==> src/rtl/cpu_fetch_queue_pkg.sv <==
// Shared definitions for the instruction-fetch stage: fetch FSM state encoding.
package cpu_fetch_queue_pkg;

    typedef enum logic [1:0] {
        ST_IDLE   = 2'd0,
        ST_RUN    = 2'd1,
        ST_HALTED = 2'd2
    } fetch_state_e;

endpackage

==> src/rtl/cpu_fetch_queue_fifo.sv <==
// Synchronous prefetch FIFO with flush; the head entry is kept in a register so it
// holds its last value while the queue is empty.
module cpu_sync_fifo #(
    parameter int WIDTH = 24,
    parameter int DEPTH = 4
) (
    input  logic                       clk,
    input  logic                       rst,
    input  logic                       push_i,
    input  logic                       pop_i,
    input  logic                       flush_i,
    input  logic [WIDTH-1:0]           wdata_i,
    output logic [WIDTH-1:0]           head_o,
    output logic [$clog2(DEPTH+1)-1:0] count_o,
    output logic                       full_o,
    output logic                       empty_o
);
    localparam int PTR_W = $clog2(DEPTH);
    localparam int CNT_W = $clog2(DEPTH+1);

    logic [WIDTH-1:0] mem_q [DEPTH];
    logic [PTR_W-1:0] wr_ptr_q, wr_ptr_d;
    logic [PTR_W-1:0] rd_ptr_q, rd_ptr_d;
    logic [PTR_W-1:0] rd_nxt_s;
    logic [CNT_W-1:0] count_q, count_d;
    logic [WIDTH-1:0] head_q, head_d;
    logic             push_ok_s, pop_ok_s;

    assign full_o    = (count_q == CNT_W'(DEPTH));
    assign empty_o   = (count_q == {CNT_W{1'b0}});
    assign push_ok_s = push_i & ~full_o & ~flush_i;
    assign pop_ok_s  = pop_i & ~empty_o;
    assign rd_nxt_s  = rd_ptr_q + PTR_W'(1);
    assign head_o    = head_q;
    assign count_o   = count_q;

    // Next pointers, occupancy and head register; the head preloads the entry behind a pop.
    always_comb begin
        wr_ptr_d = wr_ptr_q;
        rd_ptr_d = rd_ptr_q;
        count_d  = count_q;
        head_d   = head_q;
        if (flush_i) begin
            wr_ptr_d = {PTR_W{1'b0}};
            rd_ptr_d = {PTR_W{1'b0}};
            count_d  = {CNT_W{1'b0}};
        end else begin
            if (push_ok_s) wr_ptr_d = wr_ptr_q + PTR_W'(1);
            else           wr_ptr_d = wr_ptr_q;
            if (pop_ok_s)  rd_ptr_d = rd_nxt_s;
            else           rd_ptr_d = rd_ptr_q;
            if (push_ok_s && !pop_ok_s)      count_d = count_q + CNT_W'(1);
            else if (!push_ok_s && pop_ok_s) count_d = count_q - CNT_W'(1);
            else                             count_d = count_q;
            if (pop_ok_s && (count_q > CNT_W'(1)))
                head_d = mem_q[rd_nxt_s];
            else if (push_ok_s && (empty_o || pop_ok_s))
                head_d = wdata_i;
            else
                head_d = head_q;
        end
    end

    // Storage and pointer registers.
    always_ff @(posedge clk) begin
        if (rst) begin
            wr_ptr_q <= {PTR_W{1'b0}};
            rd_ptr_q <= {PTR_W{1'b0}};
            count_q  <= {CNT_W{1'b0}};
            head_q   <= {WIDTH{1'b0}};
            for (int i = 0; i < DEPTH; i++) mem_q[i] <= {WIDTH{1'b0}};
        end else begin
            wr_ptr_q <= wr_ptr_d;
            rd_ptr_q <= rd_ptr_d;
            count_q  <= count_d;
            head_q   <= head_d;
            if (push_ok_s) mem_q[wr_ptr_q] <= wdata_i;
        end
    end

endmodule

==> src/rtl/cpu_fetch_queue.sv <==
// Instruction-fetch stage: PC, fetch FSM, memory request and redirect handling in front
// of a prefetch queue feeding decode.
module cpu_fetch_queue
    import cpu_fetch_queue_pkg::*;
#(
    parameter int          ADDR_W   = 8,
    parameter int          INSTR_W  = 16,
    parameter int          DEPTH    = 4,
    parameter int unsigned RESET_PC = 0
) (
    input  logic                       clock,
    input  logic                       reset,
    input  logic                       enable,
    input  logic                       start,
    input  logic                       halt_req,
    input  logic                       redir_valid,
    input  logic [ADDR_W-1:0]          redir_pc,
    output logic [ADDR_W-1:0]          i_addr,
    output logic                       i_req,
    input  logic                       i_ack,
    input  logic [INSTR_W-1:0]         i_datain,
    output logic                       id_valid,
    input  logic                       id_ready,
    output logic [INSTR_W-1:0]         id_ir,
    output logic [ADDR_W-1:0]          id_pc,
    output logic [$clog2(DEPTH+1)-1:0] q_count,
    output logic                       running
);
    fetch_state_e               state_q;
    logic [ADDR_W-1:0]          pc_q;
    logic                       req_s, push_s, pop_s, flush_s;
    logic                       full_s, empty_s;
    logic [ADDR_W+INSTR_W-1:0]  head_s;

    // No request on a redirect or halt cycle, and never into a full queue even if it pops.
    assign req_s   = (state_q == ST_RUN) & enable & ~redir_valid & ~halt_req & ~full_s;
    assign push_s  = req_s & i_ack;
    assign pop_s   = enable & ~empty_s & id_ready;
    assign flush_s = enable & redir_valid;

    assign i_req    = req_s;
    assign i_addr   = pc_q;
    assign running  = (state_q == ST_RUN);
    assign id_valid = ~empty_s;
    assign id_pc    = head_s[ADDR_W+INSTR_W-1:INSTR_W];
    assign id_ir    = head_s[INSTR_W-1:0];

    cpu_sync_fifo #(
        .WIDTH (ADDR_W + INSTR_W),
        .DEPTH (DEPTH)
    ) u_fifo (
        .clk     (clock),
        .rst     (reset),
        .push_i  (push_s),
        .pop_i   (pop_s),
        .flush_i (flush_s),
        .wdata_i ({pc_q, i_datain}),
        .head_o  (head_s),
        .count_o (q_count),
        .full_o  (full_s),
        .empty_o (empty_s)
    );

    // Fetch FSM and program counter.
    always_ff @(posedge clock) begin
        if (reset) begin
            state_q <= ST_IDLE;
            pc_q    <= ADDR_W'(RESET_PC);
        end else if (enable) begin
            if (redir_valid) begin
                pc_q <= redir_pc;
                if (halt_req && (state_q == ST_RUN)) state_q <= ST_HALTED;
                else                                  state_q <= state_q;
            end else begin
                if (push_s) pc_q <= pc_q + ADDR_W'(1);
                else        pc_q <= pc_q;
                case (state_q)
                    ST_IDLE, ST_HALTED: begin
                        if (start && !halt_req) state_q <= ST_RUN;
                        else                    state_q <= state_q;
                    end
                    ST_RUN: begin
                        if (halt_req) state_q <= ST_HALTED;
                        else          state_q <= ST_RUN;
                    end
                    default: state_q <= ST_IDLE;
                endcase
            end
        end else begin
            state_q <= state_q;
            pc_q    <= pc_q;
        end
    end

endmodule

==> config.mk <==
export PLATFORM = sky130hd
export DESIGN_NAME = cpu_fetch_queue
export DESIGN_NICKNAME = d
export VERILOG_FILES = /design/src/rtl/cpu_fetch_queue_pkg.sv /design/src/rtl/cpu_fetch_queue_fifo.sv /design/src/rtl/cpu_fetch_queue.sv
export SDC_FILE = /design/constraint.sdc
export NUM_CORES = 1
export LEC_CHECK = 0
export CAP_MARGIN = 20
export CORE_MARGIN = 1
export CORE_UTILIZATION = 35
export CTS_CLUSTER_DIAMETER = 200
export DETAILED_ROUTE_END_ITERATION = 8
export PLACE_DENSITY = 0.65
export SYNTH_ARGS = -nofsm -noshare
export SYNTH_HDL_FRONTEND = slang
export SYNTH_SLANG_ARGS = --single-unit
export TNS_END_PERCENT = 50
==> constraint.sdc <==
create_clock -name clock -period 7.8 [get_ports clock]
set_input_delay 1.56 -clock clock [delete_from_list [all_inputs] [get_ports clock]]
set_output_delay 1.56 -clock clock [all_outputs]
set_load 0.005 [all_outputs]
==> impl_metrics.yaml, run 1 <==
outcome:
  status: "finished clean"
run:
  max-cap-violations: 0
power_and_ir_drop:
  internal_power_w: 0.00140
  irDropWorstVdd_v: 0.000142
  comb_power_share_pct: 4.8
  p_sw_w: 0.000363
  power.density_nw_per_um2: 217
  p_leak_nw: 2.77
  p_seq_share_pct: 45.9
  swShare_pct: 20.6
  clockPowerShare_pct: 49.3
  p_total_w: 0.00176
synthesis:
  syn_area_per_cell_um2: 12.9
  syn_nets: 550
  synth_cell_types: 49
  synthCells: 512
  synth_top_family_by_area: "simple AND/OR/NAND/NOR gates"
  synth_xor_area_share_pct: 0.794
  synth-edff-count: 96
  netlist_area_um2: 6620
  ys_ff_latch: 137
  ys.flop_type: "edfxtp_1"
  synth-compound-area-share_pct: 8.76
  yosysSeqAreaShare_pct: 56.0
  synthAdderAreaFrac_pct: 1.13
  muxShareOfSynthArea_pct: 12.1
  yosys_warnings: 0
  yosys.area_share.simple_pct: 17.8
  synthArstFlopShare_pct: 0
floorplan:
  dieArea_um2: 19500
  num_io_pins: 70
  rows: 49
  die_x_um: 139
  fp.coreArea_um2: 18300
  start_util_pct: 36.2
  die_h_um: 139
worst_setup_path:
  reg2reg_to: "u_fifo.mem_q[0][19]"
  critPathRequiredTime_ns: 6.24
  endpoint: "i_req"
  cp-end-kind: "primary output"
  cp-start-kind: "primary input"
  worst-setup-path-type: "in -> out"
  r2r.worst_path.cells: 7
  reg2reg_setup_slack_ns: 4.19
  cp-startpoint: "redir_valid"
  timing.rr.start: "u_fifo.count_o[0]"
  arrival_ns: 3.84
  cp_max_fo: 28
clock_tree:
  cts_root_buf: "clkbuf_16"
  clock_path_buffers: 2
  cts.sinks: 137
  cts_hold_buf: 0
  clk_pin_slew_worst_paths_ns: 0.06
  tritoncts: "done"
  clk_latency_ns: 0.42
  cts_buffers: 17
  cts_htree_levels: 4
  post_cts_buffers: 0
  ctsResizeCount: 0
timing:
  finalSetupViolCount: 0
  slew_viol_final: 0
  min_period_ns: 5.40
  slew_headroom_pct: 29.7
  fmax_mhz: 185
  worst_pin_slew_ns: 1.05
  skew_ns: 0.00601
  hold_viol: 0
  rsz0062_at_grt: "no"
  timing.setup.tns_ns: 0
  fin_crit_sh_pct: 69.3
grt:
  grt_max_degree: 39
  grt_pass1_wl_um: 23900
  antenna_found_initial: 0
  grt_pass1_vias: 4397
  grtUsageTotal_pct: 16.2
  overflow: 0
finish:
  syn_to_final_growth_pct: 22.5
  drive_gt1_share_pct: 15.8
  finalNetCount: 607
  antenna_cells: 0
drt:
  drt_wl_total_um: 15100
  dr.pass1.iters: 5
  drc_errors: 0
  vias: 4286
  via_per_inst: 5.28
  routedWlPerCell_um: 18.6
  drtAntennaViolNets: 0
  drt-initial-drc-count: 240
min_path:
  min_path_type: "reg -> reg"
placed_design:
  port_buffers: 69
  gp_congestion: 0.728
  dp_hpwl_um: 9720
-- placed cells by master (no fill, tap or decap), types with 7 or more instances in the layout --
cell type,n
clkdlybuf4s50_1,68
nor3_1,26
mux4_2,24
edfxtp_1,96
a2111oi_2,18
and2_1,99
a21oi_1,10
dfxtp_1,41
inv_1,7
nand2_1,16
mux2i_1,26
nor2_1,39
clkbuf_16,17
buf_4,8
-- stage by stage --
| stage | setup WS, ns | cells | utilization, % | hold WS, ns | instance area, µm² |
|---|---|---|---|---|---|
| after global routing | 2.14 | 811 | 44.4 | 0.547 | 8110 |
| after detailed placement | 2.00 | 778 | 40.8 | 0.504 | 7460 |
| after CTS | 2.42 | 810 | 44.3 | 0.516 | 8090 |
| after floorplan | 3.46 | 512 | - | 0.475 | 6620 |
| after global placement | 2.14 | 778 | 40.8 | 0.491 | 7460 |
| final | 2.40 | 811 | 44.4 | 0.519 | 8110 |
-- power groups by stage --
stage	sequential [W]	combinational [W]	clock [W]
2_1_floorplan	0.000816	0.0000454	0
3_3_place_gp	0.000821	0.0000818	0
3_5_place_dp	0.000822	0.0000839	0
4_1_cts	0.000807	0.0000844	0.000877
5_1_grt	0.000808	0.0000922	0.000906
6_report	0.000806	0.0000848	0.000867
-- state kept, by name, indices dropped and copies added (netlist names) --
signal	count
state_q	2
u_fifo.count_o	3
u_fifo.mem_q	96
i_addr	8
u_fifo.head_o	24
u_fifo.wr_ptr_q	2
u_fifo.rd_ptr_q	2
-- synthesized netlist by cell type, types with 2 or more instances --
cell	n	area share (%)
nand2b_1	2	0.19
nand2_1	16	0.91
and3_1	3	0.28
nand4_1	2	0.19
nor2_1	39	2.2
buf_6	3	0.51
xor2_1	4	0.53
o21ai_0	5	0.38
nor3b_4	2	0.57
xnor2_1	2	0.26
mux4_2	24	8.2
buf_2	13	0.98
clkbuf_1	16	0.91
buf_4	3	0.34
and2_1	99	9.4
o21ai_1	5	0.38
buf_1	5	0.28
nor3_1	26	2.0
ha_1	6	1.1
nand3_1	3	0.23
inv_1	7	0.40
nor4_4	2	0.64
a21oi_1	10	0.76
edfxtp_1	96	44
or3_1	2	0.19
nor4bb_1	2	0.30
a2111oi_0	6	0.79
dfxtp_1	41	12
a2111oi_2	18	4.1
or2_1	2	0.19
a31oi_1	4	0.38
mux2i_1	26	3.9
a22o_1	2	0.26
-- critical path, cell delays in order --
cell and delay (ns):
clkdlybuf4s50_1 0.90, or3b_4 0.65, nor3_1 0.21, clkdlybuf4s50_1 0.53
-- metal layers --
metal / vias up / track usage [%] / share of wire [%]
li1: 2015 / - / -
met1: 2161 / 19.7 / 44
met2: 89 / 27.3 / 50
met3: 21 / 3.99 / 4.5
met4: 0 / 6.67 / 1.8
met5: - / 0 / 0
-- area by class of cell --
cell class	count	area, µm²
sequential	137	3700
tap	229	287
fill	1607	10200
multi-input combinational	328	2700
timing repair buffer	78	761
clock inverter	14	203
clock buffer	18	429
inverter	7	26.3
-- worst min path at each step --
stage	start	endpoint	slack, ns	cells after the start
6_report	state_q[0]	state_q[0]	0.52	2
5_1_grt	state_q[0]	state_q[0]	0.55	2
4_1_cts	state_q[0]	state_q[0]	0.52	2
3_5_place_dp	state_q[0]	state_q[0]	0.50	2
3_3_place_gp	state_q[0]	state_q[0]	0.49	2
2_1_floorplan	state_q[0]	state_q[0]	0.48	2
-- kinds of logic (layout without fill, tap and decap cells) --
kind of cell | count (synthesis) | in the layout
AOI/OAI and AO/OA | 62 | 62
xor gates and xnor gates | 6 | 6
muxes | 50 | 50
and+or+nand+nor | 204 | 204
DFF | 137 | 137
adders and majority gates | 6 | 6
buffers and inverters | 47 | 117
(Power assumes the default switching activity.)
==> run 2, diff against run 1 <==
clock period = 5.4 ns   (was 7.8 ns; I/O delays follow)
==> run 2 against run 1 <==
Compared with the run above: register-to-register slack worse by 1.9 ns; combinational power grew 45%; die area unchanged; via count increased by 1.6%; clock skew rose by 0.0040 ns; core utilization fell by 0.17 points; sequential cell count is the same; clock power grew 33%; critical path type unchanged.
==> impl_metrics.yaml, run 2 (same netlist as run 1, synthesis figures left out) <==
finish:
  layout_common_cells: "and2_1, edfxtp_1, clkdlybuf4s50_1"
  final_common_cell: "and2_1"
  syn_to_final_growth_pct: 22.1
  largest_reg_flops: 96
  antenna_cells: 0
  finalNetCount: 610
  drive_gt1_share_pct: 15.7
  top_register: "u_fifo.mem_q"
floorplan:
  dieArea_um2: 19500
  rows: 49
  num_io_pins: 70
  die_x_um: 139
  start_util_pct: 36.2
  die_h_um: 139
  fp.coreArea_um2: 18300
worst_setup_path:
  crit_family: "buffers and inverters"
  cp-start-kind: "primary input"
  cpMaxStageDelayCell: "clkdlybuf4s50_1"
  path_cells: "clkdlybuf4s50_1 > or3b_4 > nor3_1 > clkdlybuf4s50_1"
  cp-end-kind: "primary output"
  worst-setup-path-type: "in -> out"
  slowest_delay_ns: 0.67
  arrival_ns: 2.95
  cpMostUsedCell: "clkdlybuf4s50_1"
  critPathRequiredTime_ns: 4.32
  critical_path_buf_inv_count: 2
  cp_max_fo: 12
timing:
  fin_crit_sh_pct: 74.6
  skew_ns: 0.0100
  slew_headroom_pct: 33.7
  timing.setup.tns_ns: 0
  min_period_ns: 4.03
  hold_viol: 0
  rsz0062_at_grt: "no"
  finalSetupViolCount: 0
  fmax_mhz: 248
  slew_viol_final: 0
  worst_pin_slew_ns: 0.995
clock_tree:
  cts_hold_buf: 0
  cts_htree_levels: 4
  cts_buffers: 17
  clk_pin_slew_worst_paths_ns: 0.06
  post_cts_buffers: 0
  ctsResizeCount: 0
  cts.sinks: 137
  clk_latency_ns: 0.43
  clock_path_buffers: 2
  tritoncts: "done"
  cts_root_buf: "clkbuf_16"
drt:
  via_per_inst: 5.35
  drc_errors: 0
  drt_wl_total_um: 15200
  dr.pass1.iters: 4
  drtAntennaViolNets: 0
  vias: 4356
  routedWlPerCell_um: 18.7
  drt-initial-drc-count: 360
min_path:
  min_path_type: "reg -> reg"
placed_design:
  dp_hpwl_um: 9720
  port_buffers: 69
  gp_congestion: 0.759
power_and_ir_drop:
  irDropWorstVdd_v: 0.000221
  p_total_w: 0.00244
  p_leak_nw: 2.76
  power.density_nw_per_um2: 302
outcome:
  status: "finished clean"
grt:
  overflow: 0
  grt_max_degree: 39
  antenna_found_initial: 0
  grtUsageTotal_pct: 16.4
  grt_pass1_wl_um: 24100
  grt_pass1_vias: 4372
run:
  max-cap-violations: 0
## run 2: final timing paths
kind | startpoint | to | slack [ns] | cells past startpoint
setup / recovery | enable | i_req | 1.37 | 4
setup reg to reg | u_fifo.count_o[0] | u_fifo.mem_q[1][15] | 2.29 | 7
hold / removal | u_fifo.rd_ptr_q[1] | u_fifo.rd_ptr_q[1] | 0.52 | 2
hold reg to reg | u_fifo.rd_ptr_q[1] | u_fifo.rd_ptr_q[1] | 0.52 | 2
## run 2: area by class of cell
cell class | instances | area, µm²
fillers | 1612 | 10200
inverters | 7 | 26.3
repair buffers | 81 | 776
clock buffers | 21 | 450
flip-flops and latches | 137 | 3700
well taps | 229 | 287
clock inverters | 11 | 128
multi-input cells | 328 | 2710
## run 2: through the flow
step / hold slack [ns] / setup WS, ns / area [µm²] / util (%) / instances
3_3_place_gp: 0.491 / 1.12 / 7500 / 41.0 / 782
5_1_grt: 0.544 / 1.32 / 8080 / 44.2 / 814
4_1_cts: 0.523 / 1.36 / 8080 / 44.2 / 814
6_report: 0.520 / 1.37 / 8080 / 44.2 / 814
3_5_place_dp: 0.509 / 1.03 / 7500 / 41.0 / 782
2_1_floorplan: 0.475 / 1.54 / 6620 / - / 512
## run 2: worst register-to-register path, stage by stage (launching register included)
cell     delay (ns)
dfxtp_1        0.44
inv_1          0.09
ha_1           0.23
and2_1         0.28
nor4_4         0.63
buf_4          0.33
and3_1         0.75
and2_1         0.24
## run 2: where the power goes
part / internal (W) / switching (W) / total (W)
registers: 0.00115 / 0.0000157 / 0.00116
clock network: 0.000728 / 0.000422 / 0.00115
logic: 0.0000530 / 0.0000698 / 0.000123
total: 0.00193 / 0.000508 / 0.00244
## run 2: layer usage
metal / up-vias / track usage (%) / wire (µm)
li1: 2026 / - / -
met4: 0 / 5.96 / 198
met2: 126 / 27.5 / 7600
met3: 18 / 4.03 / 967
met5: - / 0 / 0
met1: 2186 / 20.3 / 6460
